$ cat src/rtl/minmax_pkg.sv
// minmax_pkg: shared trigger-mode enum and signed sentinel helpers for the envelope trigger
package minmax_pkg;
  typedef enum logic [1:0] {
    TRIG_FALL = 2'd0,
    TRIG_RISE = 2'd1,
    TRIG_BOTH = 2'd2
  } trigger_mode_t;
  function automatic longint signed_max(input int w);
    return (longint'(1) <<< (w - 1)) - 1;
  endfunction
  function automatic longint signed_min(input int w);
    return -(longint'(1) <<< (w - 1));
  endfunction
endpackage

$ cat src/rtl/window_extrema.sv
// window_extrema: per-window running min/max of accepted samples with registered peak-to-peak at close
module window_extrema
  import minmax_pkg::*;
#(
  parameter int DATA_WIDTH = 8,
  parameter int WINDOW     = 500
) (
  input  logic                  clk,
  input  logic                  rst,
  input  logic                  axiiv,
  input  logic [DATA_WIDTH-1:0] axiid,
  input  logic                  window_restart,
  output logic                  close,
  output logic [DATA_WIDTH:0]   close_pp,
  output logic                  pp_valid,
  output logic [DATA_WIDTH:0]   pp
);
  localparam int CW = $clog2(WINDOW);
  localparam logic signed [DATA_WIDTH-1:0] MAX_S = DATA_WIDTH'(signed_max(DATA_WIDTH));
  localparam logic signed [DATA_WIDTH-1:0] MIN_S = DATA_WIDTH'(signed_min(DATA_WIDTH));
  logic [CW-1:0] count;
  logic signed [DATA_WIDTH-1:0] sample, run_min, run_max, next_min, next_max;
  always_comb begin
    sample   = $signed(axiid);
    next_min = (axiiv && sample < run_min) ? sample : run_min;
    next_max = (axiiv && sample > run_max) ? sample : run_max;
    close    = axiiv && !window_restart && count == CW'(WINDOW - 1);
    close_pp = {next_max[DATA_WIDTH-1], next_max} - {next_min[DATA_WIDTH-1], next_min};
  end
  // restart and close both reopen the window with sentinels so the next sample always lands
  always_ff @(posedge clk)
    if (rst || window_restart || close) begin
      count   <= '0;
      run_min <= MAX_S;
      run_max <= MIN_S;
    end else if (axiiv) begin
      count   <= count + 1'b1;
      run_min <= next_min;
      run_max <= next_max;
    end
  always_ff @(posedge clk)
    if (rst) begin
      pp_valid <= 1'b0;
      pp       <= '0;
    end else begin
      pp_valid <= close;
      if (close) pp <= close_pp;
    end
endmodule

$ cat src/rtl/minmax_envelope_trigger.sv
// minmax_envelope_trigger: windowed peak-to-peak envelope with hysteresis state and edge trigger pulse.
// Define MINMAX_DEBOUNCE_EN to require DEBOUNCE_WINDOWS consecutive disagreeing closes per state change.
module minmax_envelope_trigger
  import minmax_pkg::*;
#(
  parameter int DATA_WIDTH       = 8,
  parameter int WINDOW           = 500,
  parameter int TRIGGER_MODE     = 0,
  parameter int DEBOUNCE_WINDOWS = 2
) (
  input  logic                  clk,
  input  logic                  rst,
  input  logic                  axiiv,
  input  logic [DATA_WIDTH-1:0] axiid,
  input  logic                  window_restart,
  input  logic [DATA_WIDTH:0]   low_threshold,
  input  logic [DATA_WIDTH:0]   high_threshold,
  output logic                  pp_valid,
  output logic [DATA_WIDTH:0]   pp,
  output logic                  active,
  output logic                  triggered
);
  localparam trigger_mode_t MODE = trigger_mode_t'(TRIGGER_MODE);
  logic close, req, differ, flip, trig;
  logic [DATA_WIDTH:0] close_pp;
  window_extrema #(.DATA_WIDTH(DATA_WIDTH), .WINDOW(WINDOW)) u_extrema (
    .clk(clk), .rst(rst), .axiiv(axiiv), .axiid(axiid), .window_restart(window_restart),
    .close(close), .close_pp(close_pp), .pp_valid(pp_valid), .pp(pp)
  );
  always_comb begin
    req    = (close_pp < low_threshold) ? 1'b0 : (close_pp > high_threshold) ? 1'b1 : active;
    differ = close && req != active;
  end
`ifdef MINMAX_DEBOUNCE_EN
  localparam int DBW = $clog2(DEBOUNCE_WINDOWS + 1);
  logic [DBW-1:0] deb, deb_inc;
  always_comb begin
    deb_inc = deb + 1'b1;
    flip    = differ && deb_inc == DBW'(DEBOUNCE_WINDOWS);
  end
  always_ff @(posedge clk)
    if (rst) deb <= '0;
    else if (close) deb <= (differ && !flip) ? deb_inc : '0;
`else
  assign flip = differ && DEBOUNCE_WINDOWS >= 1;
`endif
  assign trig = (MODE == TRIG_RISE) ? flip && !active :
                (MODE == TRIG_FALL) ? flip && active : flip;
  always_ff @(posedge clk)
    if (rst) begin
      active    <= 1'b0;
      triggered <= 1'b0;
    end else begin
      active    <= active ^ flip;
      triggered <= trig;
    end
endmodule
$ cat config.mk
export PLATFORM = sky130hd
export DESIGN_NAME = minmax_envelope_trigger
export DESIGN_NICKNAME = d
export VERILOG_FILES = /design/src/rtl/minmax_pkg.sv /design/src/rtl/window_extrema.sv /design/src/rtl/minmax_envelope_trigger.sv
export SDC_FILE = /design/constraint.sdc
export NUM_CORES = 1
export LEC_CHECK = 0
export ABC_CLOCK_PERIOD_IN_PS = 6700
export CAP_MARGIN = 20
export CORE_AREA = 5 5 87 69
export CTS_CLUSTER_SIZE = 28
export DETAILED_ROUTE_END_ITERATION = 6
export DIE_AREA = 0 0 92 74
export PLACE_DENSITY = 0.76
export SYNTH_ARGS = -nofsm -noshare
export SYNTH_HDL_FRONTEND = slang
export SYNTH_SLANG_ARGS = --single-unit
$ cat constraint.sdc
create_clock -name clk -period 6.7 [get_ports clk]
set_clock_uncertainty 0.05 [all_clocks]
set_input_delay 0.67 -clock clk [delete_from_list [all_inputs] [get_ports clk]]
set_output_delay 0.67 -clock clk [all_outputs]
set_load 0.1 [all_outputs]
==> results of run 1 <==
==> kinds of logic after synthesis <==
family                     after synthesis  share of synthesized area [%]
AOI/OAI and AO/OA                       65                           16.5
xor gates and xnor gates                14                           4.55
adders and majority gates               42                           19.8
buffers and inverters                   51                           7.25
DFF                                     37                           27.5
muxes                                    7                           2.88
and+or+nand+nor                        117                           21.6
==> final timing paths <==
| check | cells past startpoint | endpoint | start |
|---|---|---|---|
| setup / recovery | 19 | triggered$_SDFF_PP0_ | axiid[5] |
| hold / removal | 2 | u_extrema.pp[1]$_SDFFE_PP0P_ | u_extrema.pp[1]$_SDFFE_PP0P_ |
| setup reg to reg | 19 | triggered$_SDFF_PP0_ | flip-flop |
| hold reg to reg | 2 | u_extrema.pp[1]$_SDFFE_PP0P_ | u_extrema.pp[1]$_SDFFE_PP0P_ |
==> registers in the layout, indices dropped and copies added, names as in the netlist, named ones only <==
name                flops
u_extrema.pp_valid      1
u_extrema.pp            9
triggered               1
u_extrema.run_min       8
u_extrema.count         9
u_extrema.run_max       7
==> per-stage QoR <==
step           instances  instance area [um^2]  utilization, %  setup WS, ns
2_1_floorplan        333                  2690               -          2.04
3_3_place_gp         429                  3160            61.7          1.22
3_5_place_dp         429                  3160            61.7          1.01
4_1_cts              437                  3300            64.3          1.23
5_1_grt              437                  3300            64.3         0.813
6_report             437                  3300            64.3          1.18
==> area by class of cell <==
| type | count | area (um^2) |
|---|---|---|
| tap | 62 | 77.6 |
| clock buffer | 5 | 68.8 |
| multi-input combinational | 245 | 1760 |
| timing repair buffer | 43 | 425 |
| inverter | 42 | 158 |
| sequential | 37 | 741 |
| fill | 458 | 1830 |
| clock inverter | 3 | 68.8 |
==> worst max-delay path, stage by stage <==
cell and delay (ns):
sky130_fd_sc_hd__clkdlybuf4s50_1 0.48, sky130_fd_sc_hd__ha_1 0.35, sky130_fd_sc_hd__a21o_1 0.22, sky130_fd_sc_hd__a2111oi_4 0.37, sky130_fd_sc_hd__nor2_1 0.16, sky130_fd_sc_hd__nor2_1 0.51, sky130_fd_sc_hd__mux2_2 0.44, sky130_fd_sc_hd__ha_1 0.35
sky130_fd_sc_hd__inv_1 0.05, sky130_fd_sc_hd__o21ai_0 0.29, sky130_fd_sc_hd__a31oi_1 0.15, sky130_fd_sc_hd__o221ai_1 0.30, sky130_fd_sc_hd__nor2_1 0.09, sky130_fd_sc_hd__xnor2_1 0.22, sky130_fd_sc_hd__ha_1 0.26, sky130_fd_sc_hd__or2_2 0.27
sky130_fd_sc_hd__a21oi_1 0.15, sky130_fd_sc_hd__a21oi_1 0.07, sky130_fd_sc_hd__nor4b_1 0.25
==> layer usage <==
layer / vias to the layer above / part of all wire [%] / wire, um
met5: - / 0 / 0
met4: 0 / 1.3 / 85
met3: 10 / 5.1 / 329
met2: 42 / 46 / 2970
met1: 1123 / 47 / 3020
li1: 1233 / - / -
==> power by group through the flow <==
stage                     logic, uW  clock network (uW)  registers (uW)
after detailed placement        197                   0             231
after CTS                       201                 242             226
after floorplan                 140                   0             230
after global routing            228                 253             226
after global placement          191                   0             231
final                           202                 241             226
==> cells in the final DEF, fill, tap and decap left out, types with 2 or more instances in the layout <==
cell type                         instances
sky130_fd_sc_hd__nor4b_1                  2
sky130_fd_sc_hd__a31oi_1                  4
sky130_fd_sc_hd__nand2b_1                 5
sky130_fd_sc_hd__o2111ai_1                2
sky130_fd_sc_hd__or3_1                    2
sky130_fd_sc_hd__bufinv_16                2
sky130_fd_sc_hd__nor3_1                   6
sky130_fd_sc_hd__nand3_1                  3
sky130_fd_sc_hd__and2_1                   4
sky130_fd_sc_hd__inv_1                   42
sky130_fd_sc_hd__ha_1                    41
sky130_fd_sc_hd__clkdlybuf4s50_1         41
sky130_fd_sc_hd__o21ai_0                  6
sky130_fd_sc_hd__dfxtp_1                 37
sky130_fd_sc_hd__o21a_1                   5
sky130_fd_sc_hd__mux2_2                   6
sky130_fd_sc_hd__nand4_1                  9
sky130_fd_sc_hd__xor2_1                   6
sky130_fd_sc_hd__xnor2_1                  8
sky130_fd_sc_hd__a21o_1                   7
sky130_fd_sc_hd__clkbuf_8                 5
sky130_fd_sc_hd__nand2_1                 25
sky130_fd_sc_hd__nor3_2                   2
sky130_fd_sc_hd__nor2_1                  45
sky130_fd_sc_hd__buf_4                    2
sky130_fd_sc_hd__o22ai_1                  2
sky130_fd_sc_hd__a21oi_1                 21
sky130_fd_sc_hd__a211oi_1                 4
sky130_fd_sc_hd__nor4_1                   3
sky130_fd_sc_hd__or2_2                    4
sky130_fd_sc_hd__o211ai_1                 4
==> impl_summary.txt, run 1 <==
----------------------------------------------------
[Run status]
  Run status ... complete, no violations

[Synth]
  Mapped Area ... 2690 um^2
  Leading cell types by total area after synthesis ... sky130_fd_sc_hd__dfxtp_1 (28%), sky130_fd_sc_hd__ha_1 (19%), sky130_fd_sc_hd__nor2_1 (6.3%), sky130_fd_sc_hd__inv_1 (5.9%), sky130_fd_sc_hd__a21oi_1 (3.9%)
  Number of flip-flops and latches in the synthesized netlist ... 37
  EDFF count, synth ... 0
  Cell type with the largest total area after synthesis ... sky130_fd_sc_hd__dfxtp_1
  Library cell with the highest instance count after synthesis ... sky130_fd_sc_hd__nor2_1
  Count of mapped cells out of synthesis ... 333
  Number of library cell types mapped by synthesis ... 48
  Yosys Warn Count ... 0
  Commonest cells in the synthesized netlist ... sky130_fd_sc_hd__nor2_1 (45), sky130_fd_sc_hd__inv_1 (42), sky130_fd_sc_hd__ha_1 (41), sky130_fd_sc_hd__dfxtp_1 (37), sky130_fd_sc_hd__nand2_1 (25)
  Syn Nets ... 405
  Register area share after synthesis ... 27.5%
  Share of the synthesized area in the top cell type ... 27.5%
  Most used flip-flop cell after synthesis ... sky130_fd_sc_hd__dfxtp_1
  Mean cell area of the mapped netlist ... 8.09 um^2
  Async set-reset flop share out of synthesis ... 0%

[Drt]
  Iteration-0 DRC count of the detailed router ... 118
  Wirelength per Cell ... 14.7 um
  Vias per inst ... 5.51
  Residual DRC count ... 0
  Post-route ant nets ... 0
  Routed wire length ... 6400 um
  First-pass iteration count of the detailed router ... 4
  Total number of vias ... 2,408

[Clock network]
  Clock-pin slew on the worst setup and hold paths ... 0.08 ns
  Post-CTS Hold Fix Bufs ... 0
  Post-CTS resize count ... 0
  Num CTS Buffers ... 5
  Number of clock sinks seen by CTS ... 37
  Total number of H-tree levels ... 2
  Worst-Skew Late Latency ... 0.30 ns
  Cell at the root of the clock tree ... sky130_fd_sc_hd__clkbuf_8
  Maximum count of clock buffers along a single path ... 2
  Buffer count from post-CTS setup fixing ... 0
  TritonCTS clock tree ... done

[STA]
  Final count of negative-setup-slack endpoints ... 0
  Least-Margin Pin Slew ... 0.996 ns
  Number of pins exceeding their max-slew limit in the final report ... 0
  Unrepaired setup endpoints after global routing ... false
  Post-route fraction of the period consumed by the critical path ... 82.3%
  Post-layout minimum cycle time ... 5.52 ns
  F_max ... 181 MHz
  Max transition margin ... 33.4%
  Hold Slack ... 0.407 ns
  Fin. Hold Viols ... 0
  Post-route setup TNS ... 0 ns

[Critical path]
  Internal reg-to-reg setup slack ... 1.71 ns
  Start-to-end type of the worst setup path ... in -> reg
  Worst Path Max Fanout ... 7
  Kind of capture point of the worst setup path ... flip-flop
  Req. time, crit path ... 6.85 ns
  Startpoint type of the worst setup path ... input port
  WP data arrival ... 5.67 ns

[Cells and area]
  Syn-to-layout area delta ... 22.4%
  Ratio of cells with drive above 1 in the final layout ... 7.20%
  Count of inserted antenna diode cells ... 0
  Final Net Count ... 446

[GRT]
  Remaining global-route overflow ... 0
  Global Route met2 Usage ... 34.5%
  GR Layer Usage met3 ... 5.16%
  GR Util All Layers ... 20.6%
  Global-route wire length before repair ... 11,300 um
  Met1 layer usage reported by global route ... 26.7%
  Maximum number of pins on one net before global-route repair ... 17
  GRT Max-Usage Layer ... met2
  Via count of the first global-routing pass ... 2,457
  Number of antenna violations at the first check in global routing ... 0

[Floorplan]
  Ports ... 42
  Area of the placeable core ... 5120 um^2
  Die H ... 74 um
  Initial core utilization ... 52.6%
  Die width ... 92 um
  Row cnt ... 23
  Die area ... 6810 um^2

[Pwr]
  Pwr dens ... 203 nW/um^2
  Share of total power in sequential cells ... 33.8%
  Design internal power ... 466 uW
  Static Leakage ... 0.00148 uW
  Logic gate share of total power ... 30.2%
  Relative contribution of the clock network to total power ... 36.0%
  Switching component of the power ... 202 uW
  Largest vdd supply drop ... 0.135 mV
  Total Power ... 668 uW
  Share of total power consumed by net switching ... 30.3%

[Place]
  # port buffers ... 41
  Routability cong. ... 0.885
  Placed wire-length estimate ... 5040 um

[Min path]
  Hold WC Path Type ... reg -> reg

[Flow run]
  MaxCap Viol Count ... 0

----------------------------------------------------
(Power assumes the default switching activity.)
==> inputs of run 2 (changes only) <==
--- a/config.mk
+++ b/config.mk
@@ -5,13 +5,13 @@
 export SDC_FILE = /design/constraint.sdc
 export NUM_CORES = 1
 export LEC_CHECK = 0
-export ABC_CLOCK_PERIOD_IN_PS = 6700
+export ABC_CLOCK_PERIOD_IN_PS = 4800
 export CAP_MARGIN = 20
-export CORE_AREA = 5 5 87 69
+export CORE_AREA = 5 5 92 73
 export CTS_CLUSTER_SIZE = 28
 export DETAILED_ROUTE_END_ITERATION = 6
-export DIE_AREA = 0 0 92 74
-export PLACE_DENSITY = 0.76
+export DIE_AREA = 0 0 97 78
+export PLACE_DENSITY = 0.71
 export SYNTH_ARGS = -nofsm -noshare
 export SYNTH_HDL_FRONTEND = slang
 export SYNTH_SLANG_ARGS = --single-unit
==> constraint.sdc (replaced) <==
create_clock -name clk -period 4.8 [get_ports clk]
set_clock_uncertainty 0.05 [all_clocks]
set_input_delay 0.48 -clock clk [delete_from_list [all_inputs] [get_ports clk]]
set_output_delay 0.48 -clock clk [all_outputs]
set_load 0.1 [all_outputs]
==> run 2 against run 1 <==
  * Sequential share of layout area shrank 2.1 points
  * Global-route usage fell by 3.1 points
  * Die area rose by 11%
  * Critical path type unchanged
  * Highest routed layer unchanged
==> impl_summary.txt, run 2 (synthesized netlist as in run 1, its figures left out) <==
----------------------------------------------------
[Run status]
  Run status ... complete, no violations

[Drt]
  Vias per inst ... 5.15 (-6.5%)
  Iteration-0 DRC count of the detailed router ... 104 (-12%)
  Wirelength per Cell ... 13.6 um (-7.1%)
  Routed wire length ... 6610 um (+3.3%)
  Residual DRC count ... 0 (unchanged)
  First-pass iteration count of the detailed router ... 4 (unchanged)
  Post-route ant nets ... 0 (unchanged)
  Total number of vias ... 2,503 (+3.9%)

[Place]
  Post-Place Cells ... 477 (+11%)
  Post-place instance area ... 3420 um^2 (+8.2%)
  # port buffers ... 41 (unchanged)
  Placed wire-length estimate ... 5250 um (+4.2%)
  Routability cong. ... 0.878 (-0.86%)

[STA]
  Max transition margin ... 33.5% (+0.14 points)
  Least-Margin Pin Slew ... 0.994 ns (-0.00215 ns)
  Final count of negative-setup-slack endpoints ... 0 (unchanged)
  Number of pins exceeding their max-slew limit in the final report ... 0 (unchanged)
  Post-layout minimum cycle time ... 4.55 ns
  F_max ... 220 MHz
  Unrepaired setup endpoints after global routing ... true
  Fin. Hold Viols ... 0 (unchanged)
  Post-route fraction of the period consumed by the critical path ... 94.8%

[Clock network]
  Worst-Skew Late Latency ... 0.30 ns (about the same)
  Number of clock sinks seen by CTS ... 37 (unchanged)
  Total number of H-tree levels ... 2 (unchanged)
  Clock-pin slew on the worst setup and hold paths ... 0.08 ns (about the same)
  Maximum count of clock buffers along a single path ... 2 (unchanged)
  TritonCTS clock tree ... done
  Cell at the root of the clock tree ... sky130_fd_sc_hd__clkbuf_8
  Num CTS Buffers ... 5 (unchanged)
  Post-CTS Hold Fix Bufs ... 0 (unchanged)

[Flow run]
  MaxCap Viol Count ... 0 (unchanged)

[GRT]
  Global-route wire length before repair ... 10,700 um (-4.7%)
  Remaining global-route overflow ... 0 (unchanged)
  Number of antenna violations at the first check in global routing ... 0 (unchanged)
  Maximum number of pins on one net before global-route repair ... 17 (unchanged)
  Via count of the first global-routing pass ... 2,323 (-5.5%)
  GR Util All Layers ... 17.4% (-3.1 points)

[Cells and area]
  Highest-count cells in the layout ignoring fill and taps ... sky130_fd_sc_hd__inv_1 (42), sky130_fd_sc_hd__nor2_1 (42), sky130_fd_sc_hd__clkdlybuf4s50_1 (41)
  Final cell count without fillers ... 486 (+11%)
  Filler Cells Inserted ... 496 (+8.3%)
  Final Net Count ... 480 (+7.6%)
  Top Registers ... u_extrema.count x9, u_extrema.pp x9, u_extrema.run_min x8
  Ratio of cells with drive above 1 in the final layout ... 18.6% (+11 points)
  Final core utilization ... 64.0% (-0.36 points)
  Syn-to-layout area delta ... 34.9%
  Post-route cell area ... 3630 um^2 (+10%)
  Count of inserted antenna diode cells ... 0 (unchanged)

[Pwr]
  Largest vdd supply drop ... 0.158 mV (+17%)
  Total Power ... 894 uW (+34%)
  Static Leakage ... 0.00164 uW (+11%)
  Pwr dens ... 246 nW/um^2 (+22%)

[Critical path]
  Family with the most delay on the worst path ... compound AO/OA/AOI/OAI gates
  Critical path's slowest cell ... sky130_fd_sc_hd__clkdlybuf4s50_1
  Req. time, crit path ... 4.95 ns (-1.90 ns)
  Worst Path Max Fanout ... 5 (-2)
  WP data arrival ... 4.71 ns (-0.96 ns)
  Worst stage delay on the critical path ... 0.49 ns (-0.02 ns)
  Startpoint type of the worst setup path ... input port
  Crit path buf inv count ... 2 (unchanged)
  Cell Chain, Critical Path ... clkdlybuf4s50_1, ha_1, a21o_1, a2111oi_4, nor2_2, nor2_1, buf_4, mux2_2, ha_1, a21oi_1, o21ai_1, a31oi_1, o221ai_1, nor2_1, xnor2_2, ha_1, or2_2, a21oi_1, a21oi_1, nor4b_1
  Kind of capture point of the worst setup path ... flip-flop
  Start-to-end type of the worst setup path ... in -> reg

[Floorplan]
  Die area ... 7570 um^2 (+11%)
  Ports ... 42 (unchanged)
  Die width ... 97 um (+5.4%)
  Initial core utilization ... 47.4% (-5.1 points)
  Row cnt ... 24 (+4.3%)
  Area of the placeable core ... 5680 um^2 (+11%)
  Die H ... 78 um (+5.4%)

[Min path]
  Hold WC Path Type ... reg -> reg

----------------------------------------------------
## run 2: where the power goes
part	internal (uW)	leakage (uW)	switching, uW
sequential	312	0.000300	2.71
clock	113	0.0000433	113
combinational	178	0.00129	174
## run 2: layout make-up
type	count	area, um^2	share of cell area, %
multi-input cells	245	1860	51.3
flip-flops and latches	37	741	20.4
repair buffers	77	681	18.7
inverters	42	158	4.34
well taps	78	97.6	2.69
clock buffers	6	82.6	2.27
clock inverters	1	7.51	0.207
## run 2: through the flow
step	setup TNS [ns]	worst slack, ns	hold WS (ns)
floorplan	0	0.329	0.429
global placement	-0.278	-0.149	0.393
detailed placement	-0.444	-0.257	0.402
CTS	0	0.0489	0.413
global route	-0.0456	-0.0339	0.437
finish	0	0.248	0.410
## run 2: repair_timing
| item | in CTS | in global routing |
|---|---|---|
| hold endpoints to repair | 0 | 0 |
| setup endpoints to repair | 0 | 2 |
| buffers inserted | 0 | 2 |
| gates resized for setup | 0 | 24 |
## run 2: worst paths after layout
| kind | from | endpoint | slack (ns) | cells after the start |
|---|---|---|---|---|
| worst min-delay path | u_extrema.pp[3]$_SDFFE_PP0P_ | u_extrema.pp[3]$_SDFFE_PP0P_ | 0.41 | 2 |
| worst max-delay path | axiid[5] | triggered$_SDFF_PP0_ | 0.25 | 20 |
| worst min register to register | u_extrema.pp[3]$_SDFFE_PP0P_ | u_extrema.pp[3]$_SDFFE_PP0P_ | 0.41 | 2 |
| worst max register to register | flip-flop | triggered$_SDFF_PP0_ | 0.50 | 20 |
## run 2: worst min-delay path, stage by stage, from the launching register on
cell and delay (ns):
sky130_fd_sc_hd__dfxtp_1 0.31, sky130_fd_sc_hd__nand2_1 0.05, sky130_fd_sc_hd__a21oi_1 0.05
## run 2: metal layers
| metal | global-route usage [%] | wire length (um) | vias to the layer above |
|---|---|---|---|
| met5 | 0 | 0 | - |
| met4 | 6.31 | 121 | 0 |
| met3 | 4.21 | 400 | 12 |
| met2 | 27.2 | 2920 | 52 |
| met1 | 23.5 | 3170 | 1136 |
| li1 | - | - | 1303 |
==> inputs of run 3 (changes only) <==
--- a/config.mk
+++ b/config.mk
@@ -11,6 +11,7 @@
 export CTS_CLUSTER_SIZE = 28
 export DETAILED_ROUTE_END_ITERATION = 6
 export DIE_AREA = 0 0 97 78
+export HOLD_SLACK_MARGIN = 0.08
 export PLACE_DENSITY = 0.71
 export SYNTH_ARGS = -nofsm -noshare
 export SYNTH_HDL_FRONTEND = slang
==> results of run 3 <==
The final DEF is identical to that of run 2; final timing and power are the same.
